==> config.mk <==
export PLATFORM = sky130hd
export DESIGN_NAME = tx_frame_arbiter
export DESIGN_NICKNAME = d
export VERILOG_FILES = /design/src/rtl/tx_frame_arbiter.sv
export SDC_FILE = /design/constraint.sdc
export NUM_CORES = 1
export LEC_CHECK = 0
export CORE_MARGIN = 1
export CORE_UTILIZATION = 50
export DETAILED_ROUTE_END_ITERATION = 8
export GPL_TIMING_DRIVEN = 0
export PLACE_DENSITY_LB_ADDON = 0.05
export REMOVE_ABC_BUFFERS = 1
export SYNTH_ARGS = -nofsm -noshare
export SYNTH_HDL_FRONTEND = slang
export SYNTH_SLANG_ARGS = --single-unit
==> constraint.sdc <==
create_clock -name clock -period 2.6 [get_ports clock]
set_input_delay 0.26 -clock clock [delete_from_list [all_inputs] [get_ports clock]]
set_output_delay 0.26 -clock clock [all_outputs]
set_load 0.05 [all_outputs]
==> src/rtl/tx_frame_arbiter.sv <==
// Round-robin arbiter sharing one serial transmitter between two frame sources.
// Sends the granted frame byte by byte, then a terminator byte, with a per-byte
// watchdog that aborts the frame and raises a sticky error on timeout.
module tx_frame_arbiter #(
  parameter int unsigned N_BYTES_0      = 6,
  parameter int unsigned N_BYTES_1      = 2,
  parameter logic [7:0]  SEP            = 8'h23,
  parameter int unsigned TIMEOUT_CYCLES = 50000
) (
  input  logic       clock,
  input  logic       reset,
  input  logic       req0,
  input  logic       req1,
  input  logic [7:0] data0,
  input  logic [7:0] data1,
  output logic [2:0] idx,
  output logic       gnt0,
  output logic       gnt1,
  output logic       done0,
  output logic       done1,
  output logic [7:0] tx_data,
  output logic       partida_tx,
  input  logic       pronto_serial,
  output logic       erro,
  output logic [3:0] db_estado
);

  typedef enum logic [3:0] {
    StOcioso    = 4'd0,
    StCarrega   = 4'd2,
    StEnvia     = 4'd3,
    StEspera    = 4'd4,
    StProx      = 4'd5,
    StSeparador = 4'd6,
    StEsperaSep = 4'd7,
    StFim       = 4'd8,
    StErro      = 4'd9
  } state_e;

  localparam logic [2:0]  LAST_IDX_0 = 3'(N_BYTES_0 - 1);
  localparam logic [2:0]  LAST_IDX_1 = 3'(N_BYTES_1 - 1);
  localparam logic [15:0] WD_LAST    = 16'(TIMEOUT_CYCLES - 1);

  state_e      state_q;
  logic        sel_q;   // granted requester id
  logic        last_q;  // last served requester id
  logic [15:0] wd_q;

  logic        pick;
  logic [2:0]  last_idx;
  logic        wd_expired;
  logic [15:0] wd_inc;

  // Arbitration pick, end-of-frame index and saturating watchdog increment.
  always_comb begin
    pick       = (req0 && req1) ? ~last_q : req1;
    last_idx   = sel_q ? LAST_IDX_1 : LAST_IDX_0;
    wd_expired = (wd_q == WD_LAST);
    wd_inc     = (wd_q == 16'hFFFF) ? wd_q : wd_q + 16'd1;
  end

  // Debug code mirrors the state encoding; anything else reads as 4'hF.
  always_comb begin
    case (state_q)
      StOcioso, StCarrega, StEnvia, StEspera, StProx,
      StSeparador, StEsperaSep, StFim, StErro: db_estado = state_q;
      default:                                  db_estado = 4'hF;
    endcase
  end

  // Frame sequencer; every output is registered and pulses default low.
  always_ff @(posedge clock or negedge reset) begin
    if (!reset) begin
      state_q    <= StOcioso;
      sel_q      <= 1'b0;
      last_q     <= 1'b1;
      wd_q       <= 16'd0;
      idx        <= 3'd0;
      gnt0       <= 1'b0;
      gnt1       <= 1'b0;
      done0      <= 1'b0;
      done1      <= 1'b0;
      tx_data    <= 8'd0;
      partida_tx <= 1'b0;
      erro       <= 1'b0;
    end else begin
      partida_tx <= 1'b0;
      done0      <= 1'b0;
      done1      <= 1'b0;
      case (state_q)
        StOcioso: begin
          if (req0 || req1) begin
            sel_q   <= pick;
            gnt0    <= ~pick;
            gnt1    <= pick;
            idx     <= 3'd0;
            erro    <= 1'b0;
            state_q <= StCarrega;
          end
        end
        StCarrega: begin
          tx_data    <= sel_q ? data1 : data0;
          partida_tx <= 1'b1;  // visible during StEnvia
          state_q    <= StEnvia;
        end
        StEnvia: begin
          wd_q    <= 16'd0;
          state_q <= StEspera;
        end
        StEspera: begin
          if (pronto_serial)   state_q <= StProx;
          else if (wd_expired) state_q <= StErro;
          else                 wd_q    <= wd_inc;
        end
        StProx: begin
          if (idx == last_idx) begin
            tx_data    <= SEP;
            partida_tx <= 1'b1;  // visible during StSeparador
            state_q    <= StSeparador;
          end else begin
            idx     <= idx + 3'd1;
            state_q <= StCarrega;
          end
        end
        StSeparador: begin
          wd_q    <= 16'd0;
          state_q <= StEsperaSep;
        end
        StEsperaSep: begin
          if (pronto_serial) begin
            done0   <= ~sel_q;  // visible during StFim
            done1   <= sel_q;
            state_q <= StFim;
          end else if (wd_expired) begin
            state_q <= StErro;
          end else begin
            wd_q <= wd_inc;
          end
        end
        StFim: begin
          last_q  <= sel_q;
          gnt0    <= 1'b0;
          gnt1    <= 1'b0;
          state_q <= StOcioso;
        end
        StErro: begin
          erro    <= 1'b1;
          last_q  <= sel_q;
          gnt0    <= 1'b0;
          gnt1    <= 1'b0;
          state_q <= StOcioso;
        end
        default: begin
          gnt0    <= 1'b0;
          gnt1    <= 1'b0;
          state_q <= StOcioso;
        end
      endcase
    end
  end

endmodule

==> results of run 1 <==
## Yosys cell counts, drive strengths merged
| cell type | n |
|---|---|
| o21ai | 13 |
| nand4 | 7 |
| nor4bb | 3 |
| a31oi | 2 |
| dfstp | 1 |
| a2bb2oi | 2 |
| nand3 | 8 |
| o21bai | 1 |
| nand2 | 20 |
| a211o | 1 |
| o211ai | 2 |
| buf | 5 |
| or2 | 3 |
| o21a | 2 |
| dfrtp | 38 |
| or3 | 5 |
| nor3 | 4 |
| a41oi | 1 |
| nor4b | 1 |
| a21boi | 1 |
| nor2b | 2 |
| a211oi | 1 |
| clkbuf | 6 |
| a22o | 3 |
| xor2 | 3 |
| inv | 12 |
| mux2 | 2 |
| o22ai | 3 |
| or4 | 8 |
| nor4 | 2 |
| o31ai | 12 |
| nor2 | 20 |
| nand3b | 1 |
| ha | 3 |
| nand2b | 2 |
| a21oi | 16 |
| a32o | 1 |
| and3 | 4 |
| mux2i | 7 |
## logic make-up (layout without fill, tap and decap cells)
family / Yosys count / count (layout)
fa+ha+maj: 3 / 3
mux: 9 / 9
xor+xnor: 3 / 3
simple gates: 90 / 90
compound gates: 61 / 61
flops: 39 / 39
buf+inv: 23 / 59
## sequential cells by signal, summed over array words and instances, names as in the netlist
signal	count
state_q	4
partida_tx	1
gnt1	1
sel_q	1
tx_data	8
done0	1
wd_q	16
erro	1
idx	3
last_q	1
gnt0	1
done1	1
## routing by layer
layer | vias up | GRT usage (%) | routed length, um
li1 | 911 | - | -
met1 | 876 | 32.8 | 2290
met2 | 52 | 33.0 | 2070
met3 | 9 | 5.07 | 319
met4 | 0 | 8.51 | 85
met5 | - | 0 | 0
## final timing paths
| path | end | slack, ns | depth (start not counted) |
|---|---|---|---|
| setup / recovery | wd_q[11] | 0.15 | 5 |
| hold / removal | wd_q[5] | 0.07 | 1 |
| setup reg to reg | wd_q[11] | 0.15 | 5 |
| hold reg to reg | tx_data[0] | 0.48 | 2 |
| max in group asynchronous | tx_data[6] | 1.99 | 1 |
| min in group clock | tx_data[0] | 0.48 | 2 |
## what timing repair did
item / in CTS / in global routing
setup endpoints to repair: 14 / 2
setup buffers: 0 / 0
cloned: 0 / 0
gates resized for setup: 2 / 2
hold buffers: 0 / 0
## power breakdown
part / total, mW / leakage (nW) / internal [mW] / switching, mW
logic: 1.57 / 0.516 / 0.558 / 1.01
registers: 0.958 / 0.513 / 0.764 / 0.194
clock network: 0.382 / 0.0371 / 0.179 / 0.203
## through the flow
stage | util, % | cells | total power, mW | setup TNS (ns)
5_1_grt | 65.5 | 314 | 3.09 | 0
2_1_floorplan | - | 217 | 2.03 | 0
6_report | 65.5 | 314 | 2.91 | 0
4_1_cts | 65.0 | 314 | 2.93 | 0
3_3_place_gp | 63.0 | 308 | 2.50 | -0.0887
3_5_place_dp | 62.9 | 308 | 2.52 | -0.556
## worst max-delay path, cell delays in order (launching register included)
cell	delay (ns)
dfrtp_1	0.46
nor4b_1	0.62
a41oi_4	0.29
a31oi_4	0.56
nor2_2	0.10
mux2_4	0.31
## layout make-up
type	instances	area, sq um
multi-input combinational	166	1090
clock buffer	6	72.6
timing repair buffer	41	405
tap	50	62.6
fill	343	1400
sequential	39	977
inverter	12	45.0
==> results.json, run 1 <==
{
  "status": "complete, no violations",
  "critPathArrivalTime_ns": 2.63,
  "dp_hpwl_um": 3260,
  "synth_top_family_by_area": "simple AND/OR/NAND/NOR gates",
  "gp_congestion": 0.789,
  "critPathLaunch": "wd_q[11]",
  "synth_adder_area_share_pct": 1.75,
  "grt_overflow_total": 0,
  "cts_buffers": 5,
  "drtIter0Drc": 155,
  "netlist_instances": 228,
  "htree_levels": 2,
  "fin_area_sq_mm": 0.00266,
  "cts_sinks": 39,
  "initial_core_util_pct": 52.9,
  "vias": 1848,
  "antenna_found_initial": 0,
  "start_kind": "flip-flop",
  "clk_pin_slew_ns": 0.08,
  "grt_pass1_wl_um": 7710,
  "yosysSeqAreaShare_pct": 45.5,
  "finClkSkew_ns": 0.0108,
  "cap_violations": 0,
  "cts_root_buf": "clkbuf_8",
  "dr.pass1.iters": 4,
  "synth-xor-area-share_pct": 1.22,
  "vdd_drop_max_mv": 0.712,
  "hold_viol": 0,
  "rows": 23,
  "syn_area_sq_mm": 0.00215,
  "dieArea_sq_mm": 0.00456,
  "drc_errors": 0,
  "final_common_cell": "clkdlybuf4s50_1",
  "insertion_delay_ns": 0.30,
  "avgSynthCellArea_sq_um": 9.42,
  "viasPerCell": 5.89,
  "coreArea_sq_mm": 0.00406,
  "io_pins": 42,
  "pre_cts_slack_ns": -0.0836,
  "grt_pass1_vias": 1677,
  "num_antenna_cells": 0,
  "cts_buffer_depth": 2,
  "period_needed_ns": 2.45,
  "cp-end-kind": "flip-flop",
  "drive_above_1_share_pct": 7.58,
  "synth_area_leaders": "dfrtp_1, o31ai_1, a21oi_1",
  "reg2reg_from": "wd_q[11]",
  "place_area_sq_mm": 0.00255,
  "syn_to_final_growth_pct": 23.6,
  "die_h_um": 67.6,
  "io_buffers": 41,
  "track_usage_pct": 22.8,
  "worstHoldPathType": "input pin to asynchronous set/reset pin",
  "synth-simple-area-share_pct": 22.3,
  "finalSetupViolCount": 0,
  "cts_tree": "built",
  "worst_pin_slew_ns": 0.855,
  "p_leak_nw": 1.07,
  "synth_compound_area_share_pct": 19.7,
  "layout_common_cells": "clkdlybuf4s50_1, dfrtp_1, nand2_1, nor2_1, a21oi_1",
  "critPathRequiredTime_ns": 2.78,
  "nNetsFinal": 289,
  "yosysWarnings": 0,
  "drv_slew": 0,
  "synth_top_area_cell": "dfrtp_1",
  "whs_ns": 0.0667,
  "critPathMaxFanout": 26,
  "max_freq_mhz": 407,
  "relSlewSlack_pct": 43.0,
  "grt_start_max_net_pins": 40,
  "die_w_um": 67.6,
  "rsz0062_at_grt": "false",
  "synth_seq_cells": 39,
  "synth_cell_types": 48,
  "ant_nets": 0,
  "finalCritPeriodShare_pct": 94.4,
  "setup_ws_ns": 0.145,
  "wl_per_cell_um": 15.2,
  "path_class": "flip-flop to flip-flop",
  "synthMuxAreaShare_pct": 4.48,
  "netlist.area_leader.share_pct": 44.3,
  "p_per_area_mw_per_mm2": 1100,
  "totalWireLength_um": 4770
}
Power figures use the tool's default switching activity.
==> inputs of run 2 (changes only) <==
--- a/config.mk
+++ b/config.mk
@@ -8,7 +8,6 @@
 export CORE_MARGIN = 1
 export CORE_UTILIZATION = 50
 export DETAILED_ROUTE_END_ITERATION = 8
-export GPL_TIMING_DRIVEN = 0
 export PLACE_DENSITY_LB_ADDON = 0.05
 export REMOVE_ABC_BUFFERS = 1
 export SYNTH_ARGS = -nofsm -noshare
==> run 2 against run 1 <==
Net effect:
- final area increased by 1.1%
- total power grew 1.3%
- non-clock buffer count rose by 7
- maximum frequency increased by 3.4%
- via count grew 1.1%
- cell count is 2.9% higher
- worst hold slack improved by 0.012 ns
- critical endpoint is now db_estado[3]
==> results.json, run 2 (same netlist as run 1, synthesis figures left out) <==
{
  "status": "complete, no violations",
  "drive_above_1_share_pct": 9.52,
  "cts_hold_buf": 0,
  "instances_no_fill": 323,
  "drc_errors": 0,
  "finalSetupViolCount": 0,
  "critPathMaxFanout": 9,
  "vias": 1869,
  "whs_ns": 0.0784,
  "hold_viol": 0,
  "max_freq_mhz": 421,
  "relSlewSlack_pct": 42.3,
  "cts.repair.resized": 0,
  "cts_buffer_depth": 2,
  "reg2reg_slack_ns": 0.34,
  "cts_tree": "built",
  "slowest_stage": "clkdlybuf4s50_1",
  "worst_pin_slew_ns": 0.866,
  "rsz0062_at_grt": "false",
  "cts_root_buf": "clkbuf_8",
  "largest_reg_flops": 16,
  "grt_start_max_net_pins": 40,
  "gp_congestion": 0.935,
  "grt_pass1_wl_um": 7620,
  "initial_core_util_pct": 52.9,
  "utilization_pct": 66.2,
  "vdd_drop_max_mv": 0.767,
  "crit_path_cell_trace": "inv_1 -> and3_1 -> or2_2 -> clkdlybuf4s50_1",
  "insertion_delay_ns": 0.29,
  "coreArea_sq_mm": 0.00406,
  "critPathArrivalTime_ns": 2.11,
  "dr.pass1.iters": 4,
  "layout_common_cells": "clkdlybuf4s50_1, dfrtp_1, nand2_1, nor2_1, a21oi_1",
  "htree_levels": 2,
  "grt_pass1_vias": 1671,
  "start_kind": "flip-flop",
  "viasPerCell": 5.79,
  "cts_sinks": 39,
  "period_needed_ns": 2.37,
  "worstHoldPathType": "input pin to asynchronous set/reset pin",
  "setup_tns_ns": 0,
  "io_buffers": 41,
  "antenna_found_initial": 0,
  "ant_nets": 0,
  "max_stage_delay_ns": 0.70,
  "dieArea_sq_mm": 0.00456,
  "wl_per_cell_um": 14.6,
  "grt_overflow_total": 0,
  "totalWireLength_um": 4710,
  "path_class": "flip-flop to primary output",
  "rows": 23,
  "top_regs": "wd_q x16, tx_data x8, state_q x4",
  "ff2ff_path_depth": 6,
  "cp-end-kind": "primary output",
  "track_usage_pct": 22.8,
  "io_pins": 42,
  "die_w_um": 67.6,
  "nNetsFinal": 296,
  "critPathRequiredTime_ns": 2.34,
  "drv_slew": 0,
  "final_common_cell": "clkdlybuf4s50_1",
  "design_power_total_mw": 2.95,
  "clk_pin_slew_ns": 0.07,
  "p_leak_nw": 1.10,
  "syn_to_final_growth_pct": 25.0,
  "drtIter0Drc": 119,
  "finalCritPeriodShare_pct": 91.3,
  "num_antenna_cells": 0,
  "cts_buffers": 5,
  "top_register": "wd_q",
  "finClkSkew_ns": 0.00317,
  "dp_hpwl_um": 3380,
  "cts_setup_buffers": 0,
  "reg2reg_from": "wd_q[0]",
  "cap_violations": 0,
  "regToRegEndpoint": "wd_q[11]",
  "p_per_area_mw_per_mm2": 1100,
  "die_h_um": 67.6,
  "placedCellCount": 315
}
## run 2: cell types whose count changed in the layout (fill, tap and decap cells not counted), sizes merged
cell	previous run	this run
buf	1	8
clkbuf	6	7
clkinv	0	1
## run 2: worst max-delay path by stage
stage	endpoint	depth (start not counted)	slack [ns]	from
final	db_estado[3]	4	0.23	state_q[2]
after global routing	db_estado[1]	4	0.11	state_q[3]
after CTS	db_estado[1]	4	0.22	state_q[3]
after detailed placement	wd_q[11]	6	0.36	wd_q[0]
after global placement	wd_q[11]	5	0.40	wd_q[11]
after floorplan	wd_q[12]	5	0.42	state_q[3]
## run 2: final cells by class
cell class              instances  area, sq um
well taps                      50         62.6
repair buffers                 48          458
multi-input cells             166         1060
inverters                      12         45.0
clock inverters                 1         5.00
flip-flops and latches         39          977
clock buffers                   7         76.3
fillers                       346         1370
## run 2: stage by stage
step / worst slack (ns) / area, sq um
2_1_floorplan: 0.420 / 2080
3_3_place_gp: 0.404 / 2610
4_1_cts: 0.220 / 2690
6_report: 0.227 / 2690
3_5_place_dp: 0.363 / 2610
5_1_grt: 0.107 / 2690
## run 2: layer usage
metal | global-route usage (%) | wire [um] | part of all wire (%)
met1 | 31.5 | 2270 | 48
met2 | 33.0 | 2030 | 43
met5 | 0 | 0 | 0
met3 | 6.42 | 320 | 6.8
met4 | 9.57 | 80 | 1.7
## run 2: critical path: cells and delay by family (launching register included)
family | cells | cell delay (ns)
buf+inv | 2 | 0.84
flops | 1 | 0.49
simple gates | 2 | 0.48
## run 2: report_power, final
group	switching, mW	internal, mW
registers	0.145	0.765
logic	1.06	0.593
clock network	0.201	0.188
